==> src/rtl/invsqrt_arbiter_if.sv <==
// Requester-side bus of the shared inverse-square-root arbiter: operand
// requests in, one-hot grants out, and per-requester result pulses.
interface invsqrt_arbiter_if #(
  parameter int unsigned N_REQ = 4,
  parameter int unsigned ID_W  = 2
);
  logic [N_REQ-1:0]    req_valid;
  logic [32*N_REQ-1:0] req_data;
  logic [N_REQ-1:0]    req_ready;
  logic [N_REQ-1:0]    res_valid;
  logic [31:0]         res_data;
  logic                res_err;
  logic [ID_W-1:0]     res_id;

  modport master (
    output req_valid, req_data,
    input  req_ready, res_valid, res_data, res_err, res_id
  );

  modport slave (
    input  req_valid, req_data,
    output req_ready, res_valid, res_data, res_err, res_id
  );
endinterface

==> src/rtl/invsqrt_arbiter.sv <==
// Round-robin sharing of one pipelined InvertSQRoot core between N_REQ
// requesters; a tag pipeline routes each result back to its issuer.
module invsqrt_arbiter #(
  parameter int unsigned N_REQ   = 4,
  parameter int unsigned LATENCY = 2,
  parameter int unsigned ID_W    = 2
) (
  input  logic                             clk,
  input  logic                             rst,
  input  logic                             en,
  invsqrt_arbiter_if.slave                 bus,
  output logic [31:0]                      core_data_in,
  input  logic [31:0]                      core_data_out,
  output logic [$clog2(LATENCY+2)-1:0]     inflight
);

  localparam int unsigned CW    = ID_W + 1;
  localparam int unsigned INF_W = $clog2(LATENCY + 2);
  localparam logic [31:0] QNAN  = 32'h7FC0_0000;

  typedef struct packed {
    logic            v;
    logic [ID_W-1:0] id;
    logic            err;
  } tag_t;

  logic [ID_W-1:0] ptr;
  logic [ID_W-1:0] gnt_id;
  logic            gnt_hit;
  logic [CW-1:0]   cand;
  logic [31:0]     gnt_data;
  logic            gnt_err;
  logic            xfer;
  logic            retire;
  tag_t            tag [1:LATENCY];

  // Round-robin search: walk offsets downward so the nearest valid from ptr wins.
  always_comb begin
    gnt_id  = '0;
    gnt_hit = 1'b0;
    cand    = '0;
    for (int k = int'(N_REQ) - 1; k >= 0; k--) begin
      cand = {1'b0, ptr} + CW'(k);
      if (cand >= CW'(N_REQ)) cand = cand - CW'(N_REQ);
      if (bus.req_valid[cand[ID_W-1:0]]) begin
        gnt_id  = cand[ID_W-1:0];
        gnt_hit = 1'b1;
      end
    end
  end

  // Operand mux and illegal-operand classification for the granted requester.
  always_comb begin
    gnt_data = '0;
    for (int i = 0; i < int'(N_REQ); i++) begin
      if (gnt_id == ID_W'(i)) gnt_data = bus.req_data[32*i +: 32];
    end
    gnt_err = gnt_data[31] || (gnt_data[30:23] == 8'h00) || (gnt_data[30:23] == 8'hFF);
  end

  always_comb begin
    bus.req_ready = '0;
    xfer          = en && !rst && gnt_hit;
    if (xfer) bus.req_ready = N_REQ'(1) << gnt_id;
    retire        = tag[LATENCY].v;
  end

  always_ff @(posedge clk) begin
    if (rst) begin
      ptr           <= '0;
      core_data_in  <= '0;
      bus.res_valid <= '0;
      bus.res_data  <= '0;
      bus.res_err   <= 1'b0;
      bus.res_id    <= '0;
      inflight      <= '0;
      for (int k = 1; k <= int'(LATENCY); k++) tag[k] <= '0;
    end else begin
      if (xfer) begin
        ptr          <= (gnt_id == ID_W'(N_REQ - 1)) ? '0 : gnt_id + ID_W'(1);
        core_data_in <= gnt_data;
      end
      tag[1] <= xfer ? {1'b1, gnt_id, gnt_err} : '0;
      for (int k = 1; k < int'(LATENCY); k++) tag[k+1] <= tag[k];

      // Illegal operands get a quiet NaN instead of whatever the core produced.
      if (retire) begin
        bus.res_valid <= N_REQ'(1) << tag[LATENCY].id;
        bus.res_id    <= tag[LATENCY].id;
        bus.res_err   <= tag[LATENCY].err;
        bus.res_data  <= tag[LATENCY].err ? QNAN : core_data_out;
      end else begin
        bus.res_valid <= '0;
      end

      case ({xfer, retire})
        2'b10:   inflight <= inflight + INF_W'(1);
        2'b01:   inflight <= inflight - INF_W'(1);
        default: inflight <= inflight;
      endcase
    end
  end

endmodule

==> src/flat_wrapper.sv <==
// flat-port wrapper written by rule: the top's interface ports become plain ports
module invsqrt_arbiter_flat 
#(
  parameter int unsigned N_REQ   = 4,
  parameter int unsigned LATENCY = 2,
  parameter int unsigned ID_W    = 2
)
  (clk, rst, en, core_data_in, core_data_out, inflight, bus_req_valid, bus_req_data, bus_req_ready, bus_res_valid, bus_res_data, bus_res_err, bus_res_id);
  invsqrt_arbiter_if #(.N_REQ(N_REQ), .ID_W(ID_W)) bus_i ();
  input  logic clk;
  input  logic rst;
  input  logic en;
  output logic [31:0] core_data_in;
  input  logic [31:0] core_data_out;
  output logic [$clog2(LATENCY+2)-1:0] inflight;
  input wire logic [$bits(bus_i.req_valid)-1:0] bus_req_valid;
  input wire logic [$bits(bus_i.req_data)-1:0] bus_req_data;
  output wire logic [$bits(bus_i.req_ready)-1:0] bus_req_ready;
  output wire logic [$bits(bus_i.res_valid)-1:0] bus_res_valid;
  output wire logic [$bits(bus_i.res_data)-1:0] bus_res_data;
  output wire logic [$bits(bus_i.res_err)-1:0] bus_res_err;
  output wire logic [$bits(bus_i.res_id)-1:0] bus_res_id;
  assign bus_i.req_valid = bus_req_valid;
  assign bus_i.req_data = bus_req_data;
  assign bus_req_ready = bus_i.req_ready;
  assign bus_res_valid = bus_i.res_valid;
  assign bus_res_data = bus_i.res_data;
  assign bus_res_err = bus_i.res_err;
  assign bus_res_id = bus_i.res_id;
  invsqrt_arbiter #(.N_REQ(N_REQ), .LATENCY(LATENCY), .ID_W(ID_W)) u_core (.clk(clk), .rst(rst), .en(en), .bus(bus_i), .core_data_in(core_data_in), .core_data_out(core_data_out), .inflight(inflight));
endmodule
==> config.mk <==
export PLATFORM = sky130hd
export DESIGN_NAME = invsqrt_arbiter_flat
export DESIGN_NICKNAME = d
export VERILOG_FILES = /design/src/rtl/invsqrt_arbiter_if.sv /design/src/rtl/invsqrt_arbiter.sv /design/src/flat_wrapper.sv
export SDC_FILE = /design/constraint.sdc
export NUM_CORES = 1
export LEC_CHECK = 0
export ABC_AREA = 1
export ABC_CLOCK_PERIOD_IN_PS = 2500
export CELL_PAD_IN_SITES_DETAIL_PLACEMENT = 1
export CELL_PAD_IN_SITES_GLOBAL_PLACEMENT = 2
export CORE_MARGIN = 3
export CORE_UTILIZATION = 18
export DETAILED_ROUTE_END_ITERATION = 16
export PLACE_DENSITY_LB_ADDON = 0.15
export SKIP_LAST_GASP = 1
export SYNTH_ARGS = -nofsm -noshare
export SYNTH_HDL_FRONTEND = slang
export SYNTH_SLANG_ARGS = --single-unit
==> constraint.sdc <==
create_clock -name clk -period 2.5 [get_ports clk]
set_clock_uncertainty 0.1 [all_clocks]
set_input_delay 0.25 -clock clk [delete_from_list [all_inputs] [get_ports clk]]
set_output_delay 0.25 -clock clk [all_outputs]
set_load 0.02 [all_outputs]
==> run summary, run 1 <==
The routed design has 20900 µm of wire. The number of placed instances, taps included, is 1175. After synthesis, the share of flip-flops with an asynchronous set or reset is 0%. Relative to the synthesized area, the layout overhead comes to 106.4%. The maximum resistive drop on vdd is 0.2840 mV, and the shortest clock period the worst path allows after layout is 2731 ps.

The vias after detailed routing is 5170. The pre-antenna-repair detailed-routing pass consisted of 4 iterations. After the flow finishes, the layout carries non-filler instances totaling 1219. The clock reaches the later pin of the worst-skew pair after 330 ps.

The effective utilization at floorplan is 18.40%, and the initial detailed-routing violation count is 156. The logs give 34 for the number of distinct library cell variants in the gate-level netlist after synthesis and 366.2 MHz for the highest achievable clock rate. For this design, the CTS-stage hold fixing added 0 buffers. In the post-synthesis netlist, the cell with the most instances is nand2_1.

In the synthesized netlist, the cells that appear most often are 191 x nand2_1, 83 x dfxtp_1, 66 x nor2_1, 65 x a21oi_1, 24 x o21ai_1. After routing, the total negative slack on setup checks comes to -4358 ps. The data required time at the worst endpoint is 2150 ps, and the highest cell delay on the worst timing path is 440 ps. Once detailed placement completed, the half-perimeter wirelength came to 15430 µm.

The number of global-route vias before repair is 5599, and the peak fanout along the critical path is 5. The initial antenna violation count came out at 0. Yosys mapped a number of flops with a built-in enable equal to 0. After clock tree synthesis, the clock-pin slew on the worst setup and hold paths is 60 ps. The final max-slew violation count is 0. The family with the most delay on the worst path is buffers and inverters.

In this run the standard cell core region covers 23610 µm². For the yosys synthesis warning count, the log shows 0. The die is 161.4 µm tall. The checks that failed: negative setup slack.

The wire length of the first global-routing pass came out at 30760 µm. Across the run, the number of max-cap violations was 0. TritonCTS built the clock tree.

Sequential cells were found to cover 38.24% of the synthesized design area. Among all stages on the critical path, the largest delay is contributed by dfxtp_4. Dividing the detail-routed via count by the number of cells gives 4.241. The routability congestion estimate is 0.8083. The root buffer cell is clkbuf_16.

Most frequent cell on the critical path: buf_6. After synthesis the cells add up to 4345 µm². The min-delay analysis places its worst path in the category in2reg. For this run, the leading register cell type out of synthesis is dfxtp_1. The share of the clock period used by the worst path was 109.2%; the gate count of the mapped netlist was 596. The logs give 768 for the post-synthesis net count and 83 for the number of clock sinks. Static leakage: 3.535 nW.

The tools report the capturing element type of the critical path as an output pin. For the count of antenna diodes in the layout, the log shows 0. dfxtp_1 takes more of the synthesized area than any other cell.

The run finished, with violations left. In this run the biggest area consumer among cell types represents 38.24% of the synthesized area. Synthesis-stage register bit count: 83. For this design the ratio of total power to cell area is 893.1 nW/µm². In the post-synthesis netlist, the biggest area contributors are dfxtp_1 38%, nand2_1 16%, a21oi_1 7.5%.

At the pin with the least slew margin, the transition time is 881.7 ps. The run gives -230.7 ps as the final setup slack of the worst path. The total buffers and inverters traversed by the critical path works out to 7. The floorplan step defined a die boundary enclosing 26040 µm².

Setup repair after global routing could not meet its margin everywhere. The number of nets in the finished design came out at 1069. After global routing the overflow that remains totals 0.

The count of nets left with antenna violations once routing finished came out at 0. In the routed design, unresolved DRC markers number 0. The kind of critical path is reg2out. Buffers inserted during clock tree synthesis total 9. Mean area per synthesized cell: 7.291 µm². The critical path goes through inv_8 > o21ai_4 > buf_4 > nand3_2 > nand4_1 > nand3_1 > nand2_2 > buf_6 > buf_6 > ha_4 > clkinv_4 > buf_6 > nor2_4 > buf_6. Measured against its own limit, the worst slew margin works out to 41.15%. The clock passes through at most 2 buffers. Prior to clock tree synthesis, the placed netlist has a worst setup slack of -646.7 ps. Setup violations remaining at the end of the flow were counted as 35. The number of port buffers is 243. The maximum number of pins on one net before global-route repair was 34; the wire length per cell was 17.14 µm. From left edge to right edge, the die measures 161.4 µm. STA puts the critical path data arrival time at 2380 ps. Final hold analysis gives a worst-case slack of 231.5 ps. The final-report hold violation count is 0, and the ratio of cells with drive above 1 in the final layout is 33.33%. The H-tree was split into 3 levels. The tools report the type of origin of the critical path as a flip-flop. The tools report the count of pins on the block boundary as 244. In the global route stage, overall resource usage came out at 14.79%. In this run the core area contains 56 standard-cell rows.
per-stage QoR:
step / util [%] / cell area (µm²) / power, mW
after detailed placement: 31.77 / 7502 / 5.174
after floorplan: - / 4358 / 3.490
final: 37.98 / 8969 / 8.010
after global placement: 31.77 / 7502 / 5.118
after CTS: 34.44 / 8133 / 7.018
after global routing: 37.98 / 8969 / 8.538
final timing paths:
path               startpoint                       to  slack (ps)  cells after the start
min reg2reg  u_core.tag[1][0]         u_core.tag[2][0]         300                      2
max             u_core.ptr[0]         bus_req_ready[3]        -230                     14
max reg2reg     u_core.ptr[0]  u_core.core_data_in[11]        -210                     20
min                       rst         u_core.tag[1][3]         230                      3
registers in the layout, indices dropped and copies added (netlist names):
register / cells
u_core.bus.res_id: 2
u_core.tag: 8
u_core.bus.res_valid: 4
u_core.core_data_in: 32
u_core.bus.res_data: 32
u_core.inflight: 2
u_core.ptr: 2
u_core.bus.res_err: 1
worst register-to-register path, delay by kind of cell, from the launching register on:
family / cells / cell delay (ps)
AO/OA/AOI/OAI: 4 / 310
adder cells (fa/ha/maj): 1 / 210
buffers and inverters: 5 / 720
flip-flops: 1 / 440
AND/OR/NAND/NOR: 10 / 810
per-layer routing:
layer	vias to the layer above	GRT usage (%)	wire length [µm]
met5	-	0	0
met2	178	24.81	10240
met4	0	3.598	245
met1	2407	18.18	8803
li1	2566	-	-
met3	19	5.181	1609
layout by cell type, fill, tap and decap left out, types with 7 or more instances in the layout:
master,count
buf_4,49
nand3_1,8
o21ai_1,7
buf_12,13
nand2_1,148
nor2_4,14
clkbuf_16,18
o211ai_2,20
a21oi_2,41
o221a_2,9
nor2_1,51
dfxtp_1,81
clkdlybuf4s50_1,234
nand2_2,33
nand2_4,13
inv_2,8
inv_1,11
o21ai_4,8
o21ai_2,20
o21ai_0,7
buf_6,17
a21oi_1,41
power by group:
group / leakage [nW] / total, mW / internal (mW) / switching (mW)
logic: 2.71 / 5.04 / 2.52 / 2.52
registers: 0.680 / 1.60 / 1.50 / 0.106
clock network: 0.145 / 1.36 / 0.863 / 0.501
kinds of logic (layout without fill, tap and decap cells):
| logic type | count (synthesis) | in the layout | share of synthesized area [%] |
|---|---|---|---|
| fa+ha+maj | 5 | 5 | 1.440 |
| xor+xnor | 2 | 2 | 0.4032 |
| simple gates | 278 | 278 | 25.40 |
| compound gates | 162 | 162 | 26.75 |
| buf+inv | 66 | 370 | 7.774 |
| flops | 83 | 83 | 38.24 |
final cells by class:
class                   instances  area (µm²)
fillers                      2741       14640
repair buffers                330        3512
multi-input cells             447        2963
flip-flops and latches         83        1667
well taps                     319       399.1
clock buffers                  11       232.7
inverters                      26       130.1
clock inverters                 3       65.06
repair_timing:
action,CTS,global route
resized for setup,76,144
setup buffers,7,15
pin swaps,14,74
endpoints found under the hold margin,0,0
cloned,2,10
endpoints found under the setup margin,38,38
Note: power is estimated with default switching activity, not from simulation.
==> run 2, diff against run 1 <==
--- a/config.mk
+++ b/config.mk
@@ -11,8 +11,10 @@
 export CELL_PAD_IN_SITES_GLOBAL_PLACEMENT = 2
 export CORE_MARGIN = 3
 export CORE_UTILIZATION = 18
+export CTS_CLUSTER_DIAMETER = 50
 export DETAILED_ROUTE_END_ITERATION = 16
 export PLACE_DENSITY_LB_ADDON = 0.15
+export REMOVE_ABC_BUFFERS = 1
 export SKIP_LAST_GASP = 1
 export SYNTH_ARGS = -nofsm -noshare
 export SYNTH_HDL_FRONTEND = slang
==> run summary, run 2 (synthesized netlist as in run 1, its figures left out) <==
The vertical extent of the die was 161.4 µm (unchanged). The logs give 34.50% (was 37.98%) for the end-of-flow core utilization and 5049 (was 5170) for the vias after detailed routing. The tools report the number of placed cells counting well taps as 1180 (was 1175).

The number of clock sinks is 83 (unchanged), and the layout-stage area growth over the synthesis result is 87.45% (was 106.4%). The kind of critical path was reg2out (unchanged). Number of nets with antenna violations after routing: 0 (unchanged). The tools report the initial antenna violation count as 0 (unchanged). Number of rows in the core area: 56 (unchanged). The peak fanout along the critical path is 6 (was 5).

The tools report the maximum resistive drop on vdd as 0.3602 mV (was 0.2840 mV). For the minimum setup slack after placement, the log shows -552.6 ps (was -646.7 ps). The initial detailed-routing violation count was 139 (was 156). The width of the chip is 161.4 µm (unchanged), and the number of port buffers is 243 (unchanged).

For the data required time at the worst endpoint, the log shows 2150 ps (about the same). The number of filler cells placed in the layout is 2834 (was 2741). The tools report the total of max-cap violations as 0 (unchanged).

The share of the clock period used by the worst path is 104.8% (was 109.2%). The total clock buffers created by CTS is 9 (unchanged), and the final worst hold slack is 178.7 ps (was 231.5 ps). Static leakage: 3.188 nW (was 3.535 nW). The critical path data arrival time was 2270 ps (was 2380 ps). The final-report hold violation count was 0 (unchanged); the wire length per cell was 16.54 µm (was 17.14 µm).

Setup repair after global routing could not meet its margin everywhere. The count of pins on the block boundary came out at 244 (unchanged). The run gives 15.02% (was 14.79%) as the total global routing track utilization. For the tightest slew margin relative to the limit, the log shows 43.58% (was 41.15%). Type of the tightest min-delay check: in2reg (unchanged). Core box area: 23610 µm² (unchanged).

The power density over the cells is 828.2 nW/µm² (was 893.1 nW/µm²). Number of remaining DRC errors: 0 (unchanged). The latest clock arrival within the worst-skew pair is 350 ps (was 330 ps). The run finished, with violations left. The cell area reported after detailed placement is 7467 µm² (was 7502 µm²), and the final setup slack of the worst path is -120.3 ps (was -230.7 ps). The most frequent standard cell in the layout excluding fill and tap cells is clkdlybuf4s50_1 (unchanged). The tools report the type of origin of the critical path as a flip-flop (unchanged). The tools report the maximum number of pins on one net before global-route repair as 34 (unchanged). The run gives 3 (unchanged) as the level count of the clock H-tree. Capturing element type of the critical path: an output pin (unchanged). The routability congestion estimate is 0.8014 (was 0.8083). The tools report the summed area of non-filler cells in the final layout as 8145 µm² (was 8969 µm²). Final max-slew violation count: 0 (unchanged). The ratio of routed vias to standard cells came out at 4.204 (was 4.241). Largest registers: u_core.bus.res_data: 32 flops, u_core.core_data_in: 32 flops, u_core.tag: 8 flops (unchanged). The ratio of cells with drive above 1 in the final layout was 24.15% (was 33.33%); the final setup violation count was 31 (was 35).

The root buffer cell was clkbuf_16 (unchanged). Highest achievable clock rate: 381.6 MHz (was 366.2 MHz). TritonCTS built the clock tree. The wire length of the first global-routing pass is 30710 µm (was 30760 µm), and the effective utilization at floorplan is 18.40% (unchanged). The half-perimeter wire length after placement was 15600 µm (was 15430 µm); the final instance count without filler cells was 1201 (was 1219). For the floorplan die area, the log shows 26040 µm² (unchanged).

The number of nets in the finished design is 1049 (was 1069). The iteration count of the initial detailed-routing pass came out at 4 (unchanged). Violations in the final reports: negative setup slack (unchanged). Slew at the pin closest to its max-slew limit: 845.4 ps (was 881.7 ps). Most frequent cells in the layout: 238 x clkdlybuf4s50_1, 166 x nand2_1, 81 x dfxtp_1, 60 x nor2_1, 60 x a21oi_1 (was 234 x clkdlybuf4s50_1, 148 x nand2_1, 81 x dfxtp_1, 51 x nor2_1, 49 x buf_4). Count of antenna diodes in the layout: 0 (unchanged). The logs give 0 (unchanged) for the number of hold buffers added after CTS and 19860 µm (was 20900 µm) for the total length of routed wires. The run gives 2 (unchanged) as the maximum number of buffers from clock root to sink. The clock-pin slew reported for the worst setup and hold paths after clock tree synthesis is 70 ps (was 60 ps). For the overflow left after global routing, the log shows 0 (unchanged). The shortest clock period the worst path allows after layout came out at 2620 ps (was 2731 ps). The run gives 5579 (was 5599) as the number of global-route vias before repair.
run 2: changes by cell type in the layout (fill, tap and decap cells not counted), sizes merged:
cell | before | now
buf | 83 | 72
dlymetal6s2s | 4 | 0
bufinv | 2 | 1
inv | 24 | 27
clkinv | 3 | 2
clkdlybuf4s50 | 234 | 238
clkbuf | 20 | 10
clkinvlp | 0 | 2
run 2: worst paths after layout:
path | start | endpoint | slack (ps) | depth (start not counted)
worst max-delay path | u_core.ptr[0] | bus_req_ready[3] | -120 | 15
worst min-delay path | rst | u_core.bus.res_data[15] | 180 | 2
worst max register to register | u_core.ptr[0] | u_core.tag[1][0] | -80 | 21
worst min register to register | u_core.tag[1][3] | u_core.tag[2][3] | 300 | 2
run 2: metal layers:
metal,global-route usage (%),wire length [µm],up-vias
met1,18.30,8630,2372
met5,0,0,-
met2,26.77,9923,137
li1,-,-,2525
met4,4.224,278,0
met3,3.078,1029,15
run 2: per-stage QoR:
stage	total power, mW	TNS, ps
after floorplan	3.329	-23350
after global placement	4.963	-11270
after detailed placement	5.025	-15370
after CTS	6.630	-1824
after global routing	7.290	-7727
final	6.746	-1119
run 2: area by class of cell:
| cell class | count | area (µm²) | share of cell area [%] |
|---|---|---|---|
| clock inverters | 6 | 71.32 | 0.8756 |
| well taps | 319 | 399.1 | 4.900 |
| clock buffers | 10 | 239.0 | 2.934 |
| repair buffers | 310 | 3059 | 37.56 |
| multi-input cells | 447 | 2590 | 31.80 |
| flip-flops and latches | 83 | 1667 | 20.46 |
| inverters | 26 | 120.1 | 1.475 |
run 2: worst max-delay path, cell delays in order, from the launching register on:
cell      delay [ps]
dfxtp_4          360
buf_6            110
clkinv_8          70
o21ai_4          170
nand2_2           80
nand2_2           70
inv_2             40
nand2_2           60
nand4_1          150
nand2_2          140
inv_2             70
ha_4             160
buf_6            120
inv_4             90
nor2_1            60
buf_4            160
run 2: repair_timing:
action | CTS | global route
resized for setup | 49 | 58
setup buffers | 4 | 3
pin swaps | 10 | 21
endpoints found under the setup margin | 36 | 37
hold endpoints to repair | 0 | 0
run 2: where the power goes:
group / internal [mW] / leakage [nW] / switching (mW)
clock: 0.810 / 0.146 / 0.586
sequential: 1.50 / 0.680 / 0.0998
combinational: 1.78 / 2.36 / 1.98
total: 4.08 / 3.19 / 2.66
